$ cat src/rtl/stream_demux_1to2.sv
// Purpose : 1-to-2 registered stream demux; in_sel routes each word to out0 or out1.
// Latency : one cycle from input accept to outk_valid; no combinational data path.
// Backpres: per-branch one-entry holding register; a stalled branch only blocks words aimed at it.
//
// Ports:
//   clk, rst                  rising-edge clock, asynchronous active-high reset
//   in_valid/in_ready         input handshake; in_sel picks the branch, in_data is the word
//   out0_valid/out0_ready     branch 0 handshake, out0_data is the held word
//   out1_valid/out1_ready     branch 1 handshake, out1_data is the held word
//   cnt0, cnt1                free-running (wrapping) count of words delivered per branch
module stream_demux_1to2 #(
    parameter int DATA_W = 8,
    parameter int CNT_W  = 8
) (
    input  logic              clk,
    input  logic              rst,

    input  logic              in_valid,
    output logic              in_ready,
    input  logic              in_sel,
    input  logic [DATA_W-1:0] in_data,

    output logic              out0_valid,
    input  logic              out0_ready,
    output logic [DATA_W-1:0] out0_data,

    output logic              out1_valid,
    input  logic              out1_ready,
    output logic [DATA_W-1:0] out1_data,

    output logic [CNT_W-1:0]  cnt0,
    output logic [CNT_W-1:0]  cnt1
);

    localparam logic ST_EMPTY = 1'b0;
    localparam logic ST_FULL  = 1'b1;

    logic              state0;
    logic              state1;
    logic [DATA_W-1:0] hold0;
    logic [DATA_W-1:0] hold1;
    logic [CNT_W-1:0]  cnt0_q;
    logic [CNT_W-1:0]  cnt1_q;

    logic              out0_xfer;
    logic              out1_xfer;
    logic              slot0_free;
    logic              slot1_free;
    logic              in_xfer;
    logic              load0;
    logic              load1;

    // A slot can take a new word if it is empty, or if its current word
    // leaves this same cycle (drain-and-fill keeps 1 word/cycle per branch).
    assign out0_xfer  = (state0 == ST_FULL) & out0_ready;
    assign out1_xfer  = (state1 == ST_FULL) & out1_ready;
    assign slot0_free = (state0 == ST_EMPTY) | out0_xfer;
    assign slot1_free = (state1 == ST_EMPTY) | out1_xfer;

    // Only the selected branch decides in_ready, so a stall on the other
    // branch never blocks this word.
    assign in_ready = !rst & (in_sel ? slot1_free : slot0_free);
    assign in_xfer  = in_valid & in_ready;
    assign load0    = in_xfer & !in_sel;
    assign load1    = in_xfer &  in_sel;

    // Branch 0 holding register
    always_ff @(posedge clk or posedge rst) begin
        if (rst) begin
            state0 <= ST_EMPTY;
            hold0  <= '0;
        end else begin
            case (state0)
                ST_EMPTY: begin
                    if (load0) begin
                        state0 <= ST_FULL;
                        hold0  <= in_data;
                    end
                end
                ST_FULL: begin
                    if (load0) begin
                        hold0  <= in_data;
                    end else if (out0_xfer) begin
                        state0 <= ST_EMPTY;
                    end
                end
                default: state0 <= ST_EMPTY;
            endcase
        end
    end

    // Branch 1 holding register
    always_ff @(posedge clk or posedge rst) begin
        if (rst) begin
            state1 <= ST_EMPTY;
            hold1  <= '0;
        end else begin
            case (state1)
                ST_EMPTY: begin
                    if (load1) begin
                        state1 <= ST_FULL;
                        hold1  <= in_data;
                    end
                end
                ST_FULL: begin
                    if (load1) begin
                        hold1  <= in_data;
                    end else if (out1_xfer) begin
                        state1 <= ST_EMPTY;
                    end
                end
                default: state1 <= ST_EMPTY;
            endcase
        end
    end

    // Delivery counters wrap silently at 2^CNT_W.
    always_ff @(posedge clk or posedge rst) begin
        if (rst) begin
            cnt0_q <= '0;
            cnt1_q <= '0;
        end else begin
            if (out0_xfer) cnt0_q <= cnt0_q + 1'b1;
            if (out1_xfer) cnt1_q <= cnt1_q + 1'b1;
        end
    end

    assign out0_valid = (state0 == ST_FULL);
    assign out1_valid = (state1 == ST_FULL);
    assign out0_data  = hold0;
    assign out1_data  = hold1;
    assign cnt0       = cnt0_q;
    assign cnt1       = cnt1_q;

endmodule

$ cat config.mk
export PLATFORM = sky130hd
export DESIGN_NAME = stream_demux_1to2
export DESIGN_NICKNAME = d
export VERILOG_FILES = /design/src/rtl/stream_demux_1to2.sv
export SDC_FILE = /design/constraint.sdc
export NUM_CORES = 1
export LEC_CHECK = 0
export ABC_AREA = 1
export CAP_MARGIN = 30
export CELL_PAD_IN_SITES_DETAIL_PLACEMENT = 1
export CELL_PAD_IN_SITES_GLOBAL_PLACEMENT = 1
export CORE_MARGIN = 2
export CORE_UTILIZATION = 33
export DETAILED_ROUTE_END_ITERATION = 6
export PLACE_DENSITY_LB_ADDON = 0.1
export SETUP_SLACK_MARGIN = 0.2
export SYNTH_ARGS = -nofsm -noshare
export SYNTH_HDL_FRONTEND = slang
export SYNTH_SLANG_ARGS = --single-unit
export TNS_END_PERCENT = 20
$ cat constraint.sdc
create_clock -name clk -period 2.25 [get_ports clk]
set_input_delay 0.45 -clock clk [delete_from_list [all_inputs] [get_ports clk]]
set_output_delay 0.45 -clock clk [all_outputs]
set_load 0.02 [all_outputs]
## After elaboration in Yosys (flattened, before gate mapping)

Cells that the tools add are included.

- $add $sub $neg: 2
- Muxes and demuxes: 11
- Bitwise operators: 10
- Reduce and logical (&&, ||, !) cells: 2

Operator list:

| kind | number |
|---|---|
| $add 8x1->8 const B | 2 |
| $mux 8 | 2 |
| $mux 1 | 7 |
| $and 1x1->1 | 6 |
| $pmux 1 s2 | 2 |
| $logic_not 1->1 | 2 |
| $not 1->1 | 2 |
| $or 1x1->1 | 2 |

- Flip-flop bits (word level): 34
- Input bits: 14
- Output and inout bits: 35
- Logic and storage cells: 31

## Longest topological paths before layout

- Word-level depth: 8
- Gate-level depth with buffers: 7
- Gate-level depth less buffers: 7

## Worst setup path before layout

OpenSTA, ideal clock, no wires.

- Path type: input -> output
- Start point: input port rst
- End point: output port in_ready
- Arrival: 1278 ps
- Required time: 1800 ps
- Path slack: 522 ps
- Cell stages on the path: 3
- Buffers on the path: 0
- Cells stage by stage: inv_2 > nand2_2 > nor2_8

- Longest elaborated chain between the ends: 2

RTL lines:

| item | line | source |
|---|---|---|
| start: declaration | 16 | `input logic rst,` |
| $logic_not 1->1 (no source line) | -- |  |
| $and 1x1->1 | 62 | `assign in_ready = !rst & (in_sel ? slot1_free : slot0_free);` |
| end: declaration | 19 | `output logic in_ready,` |

No other way between the ends.

## Final worst setup path

- Start point: input port out0_ready
- End point: output port in_ready

- Longest elaborated chain between the ends: 4

RTL lines:

| item | line | source |
|---|---|---|
| start: declaration | 24 | `input logic out0_ready,` |
| $and 1x1->1 | 55 | `assign out0_xfer = (state0 == ST_FULL) & out0_ready;` |
| $or 1x1->1 | 57 | `assign slot0_free = (state0 == ST_EMPTY) \| out0_xfer;` |
| $mux 1 | 62 |  |
| $and 1x1->1 | 62 |  |

No other way between the ends.

==> run_results.csv <==
group,metric,value,unit
setup_path,start_kind,"primary input",
synth,seq_area_frac_synth,54.4,%
job,cap_violations,0,
setup_path,r2r_start,"out1_valid",
timing,hold_viol_final,0,
final_layout,stdcell_count,283,
clock_tree,h-tree-depth,2,
synth,yosysTopAreaCell,"dfrtp_1",
hold_path,hold_start,"out0_data[7]",
final_layout,final_area,2240,sq um
die,die_w,72.9,um
timing,setup_tns,0,ns
timing,slew_violations,0,
grt,grt_pass1_wl,6820,um
clock_tree,cts_hold_buf,0,
grt,top_usage_layer,"met2",
setup_path,r2r_end,"out0_data[3]",
grt,antenna_found_initial,0,
setup_path,worstSetupPathType,"primary input to output port",
synth,synth-seq-cells,34,
setup_path,path_cells,"clkdlybuf4s50_1 -> inv_1 -> nand2_1 -> nor2_4 -> nor2_8 -> buf_2",
setup_path,critPathSlowestCell,"clkdlybuf4s50_1",
timing,min_period_over_period,84.6,%
clock_tree,root_buffer,"clkbuf_8",
grt,grt_use_total,17.0,%
setup_path,r2r_cells,7,
place,place_area,2150,sq um
timing,tightest_slew,0.482,ns
final_layout,nets,244,
hold_path,worstHoldEndpoint,"out0_data[7]",
final_layout,layout_common_cells,"nand2_1, clkdlybuf4s50_1, dfrtp_1",
final_layout,final_common_cell,"nand2_1",
synth,netlist_area,1570,sq um
synth,ys_top_cells_by_area,"dfrtp_1, nand2_1, nand4_1",
timing,min_period,1.90,ns
die,coreArea,4660,sq um
timing,setup_violations,0,
synth,avgSynthCellArea,9.26,sq um
final_layout,drive_above_1_share,13.5,%
clock_tree,cts_tree,"built",
power,p_per_area,908,nW/um^2
place,dp_hpwl,3020,um
timing,fin_worst_skew,0.00598,ns
final_layout,n_antenna_cell,0,
setup_path,cp.arrival,1.45,ns
synth,synth_fp_nets,185,
synth,yosys.area.top_type_share,54.4,%
clock_tree,numCtsBuffers,5,
setup_path,startpoint,"out0_ready",
synth,synth_cells,169,
die,die_height,72.9,um
die,rows,25,
route,drc_errors,0,
grt,met3_usage,5.39,%
die,initial_core_util,33.6,%
place,dp.cells,275,
hold_path,hold_class,"register to register",
synth,synthDistinctLibCells,23,
die,die_area,5310,sq um
power,power,2.03,mW
final_layout,area_growth,42.9,%
grt,grt_overflow,0,
place,port-buffer-count,48,
clock_tree,cts_buffer_depth,2,
setup_path,cp.required,1.80,ns
status,outcome,"finished clean",
place,gp_congestion,0.776,
synth,ys.warnings.count,0,
clock_tree,cts_sinks,34,
grt,use_met1,20.2,%
die,ioPinCount,49,
setup_path,reg2reg_slack,0.96,ns
grt,grt_pass1_vias,1472,
route,antenna_left,0,
power,p_leak,1.09,nW
timing,max_freq,525,MHz
setup_path,path_max_fanout,2,
timing,max_slew_margin,67.9,%
setup_path,max_stage_delay,0.49,ns
route,viasPerCell,4.80,
route,finalWirelength,3990,um
route,drt-initial-drc-count,59,
route,vias,1357,
route,drt-pass1-iter-count,4,
clock_tree,clock_latency,0.28,ns
route,wl_per_cell,14.1,um
clock_tree,cts.clk_slew.worst_paths,0.07,ns
grt,met2_usage,28.2,%
timing,rsz0062_at_grt,"no",
grt,grt_start_max_net_pins,36,
setup_path,crit_path_end_kind,"output port",
hold_path,hold_depth,2,
power,irDropWorstVdd,0.000407,V
-- synthesized netlist by cell type --
cell      instances
nand2_2           3
nor2_2            3
nand3_1           5
ha_1              2
o21ai_1           9
nand2_1          50
clkinv_1          2
nand4_4           1
dfrtp_1          34
inv_1            20
nand3_4           1
nand3_2           2
nand4_1          13
buf_2             1
bufinv_8          1
inv_2             5
buf_4             1
nor2_1            6
o21bai_1          1
xnor2_1           4
nor2_8            1
xor2_1            3
mux2_1            1
-- stage by stage --
step	hold slack, ns	setup WS [ns]	utilization (%)
floorplan	0.420	0.522	-
global placement	0.465	-0.0697	46.0
detailed placement	0.467	-0.0896	46.0
CTS	0.486	0.245	48.0
global route	0.516	0.282	48.0
finish	0.488	0.345	48.0
-- flip-flops by register name (all words and copies together) (netlist names) --
register,cells
out1_valid,1
out0_valid,1
cnt1,8
cnt0,8
out0_data,8
out1_data,8
-- where the power goes --
| group | internal (mW) | switching (mW) | total (mW) |
|---|---|---|---|
| sequential | 0.740 | 0.137 | 0.877 |
| clock | 0.247 | 0.222 | 0.469 |
| combinational | 0.335 | 0.351 | 0.686 |
-- layout make-up --
type	count	area (sq um)
flip-flops and latches	34	851
inverters	28	119
well taps	54	67.6
fillers	542	2420
multi-input cells	105	588
repair buffers	54	520
clock inverters	1	5.00
clock buffers	7	86.3
-- cell families (layout without fill, tap and decap cells) --
group                    count (synthesis)  after routing  share of synthesized area (%)
XOR/XNOR                                 7              7                           3.92
adder cells (fa/ha/maj)                  2              2                           1.60
AO/OA/AOI/OAI                           10             10                           3.36
AND/OR/NAND/NOR                         85             85                           27.7
multiplexers                             1              1                          0.719
flip-flops                              34             34                           54.4
buffers and inverters                   30             90                           8.39
-- what timing repair did --
item                       in CTS  in global routing
buffers inserted                0                  0
cloned                          0                  0
pin swaps                       0                  0
gates resized for setup         3                  2
setup endpoints to repair       1                  1
-- worst max-delay path: cells and delay by family --
| family | cells | cell delay, ns |
|---|---|---|
| and+or+nand+nor | 3 | 0.29 |
| buffers and inverters | 3 | 0.71 |
-- per-layer routing --
metal	vias to the layer above	part of all wire (%)
li1	652	-
met1	660	41
met2	34	51
met3	11	5.3
met4	0	2.2
met5	-	0
-- how the worst max path moves through the flow --
stage,endpoint,slack [ns],cells after the start
after detailed placement,in_ready,-0.09,6
after global placement,in_ready,-0.07,6
after floorplan,in_ready,0.52,3
after CTS,in_ready,0.24,6
final,in_ready,0.35,6
after global routing,in_ready,0.28,6
(Power assumes the default switching activity.)
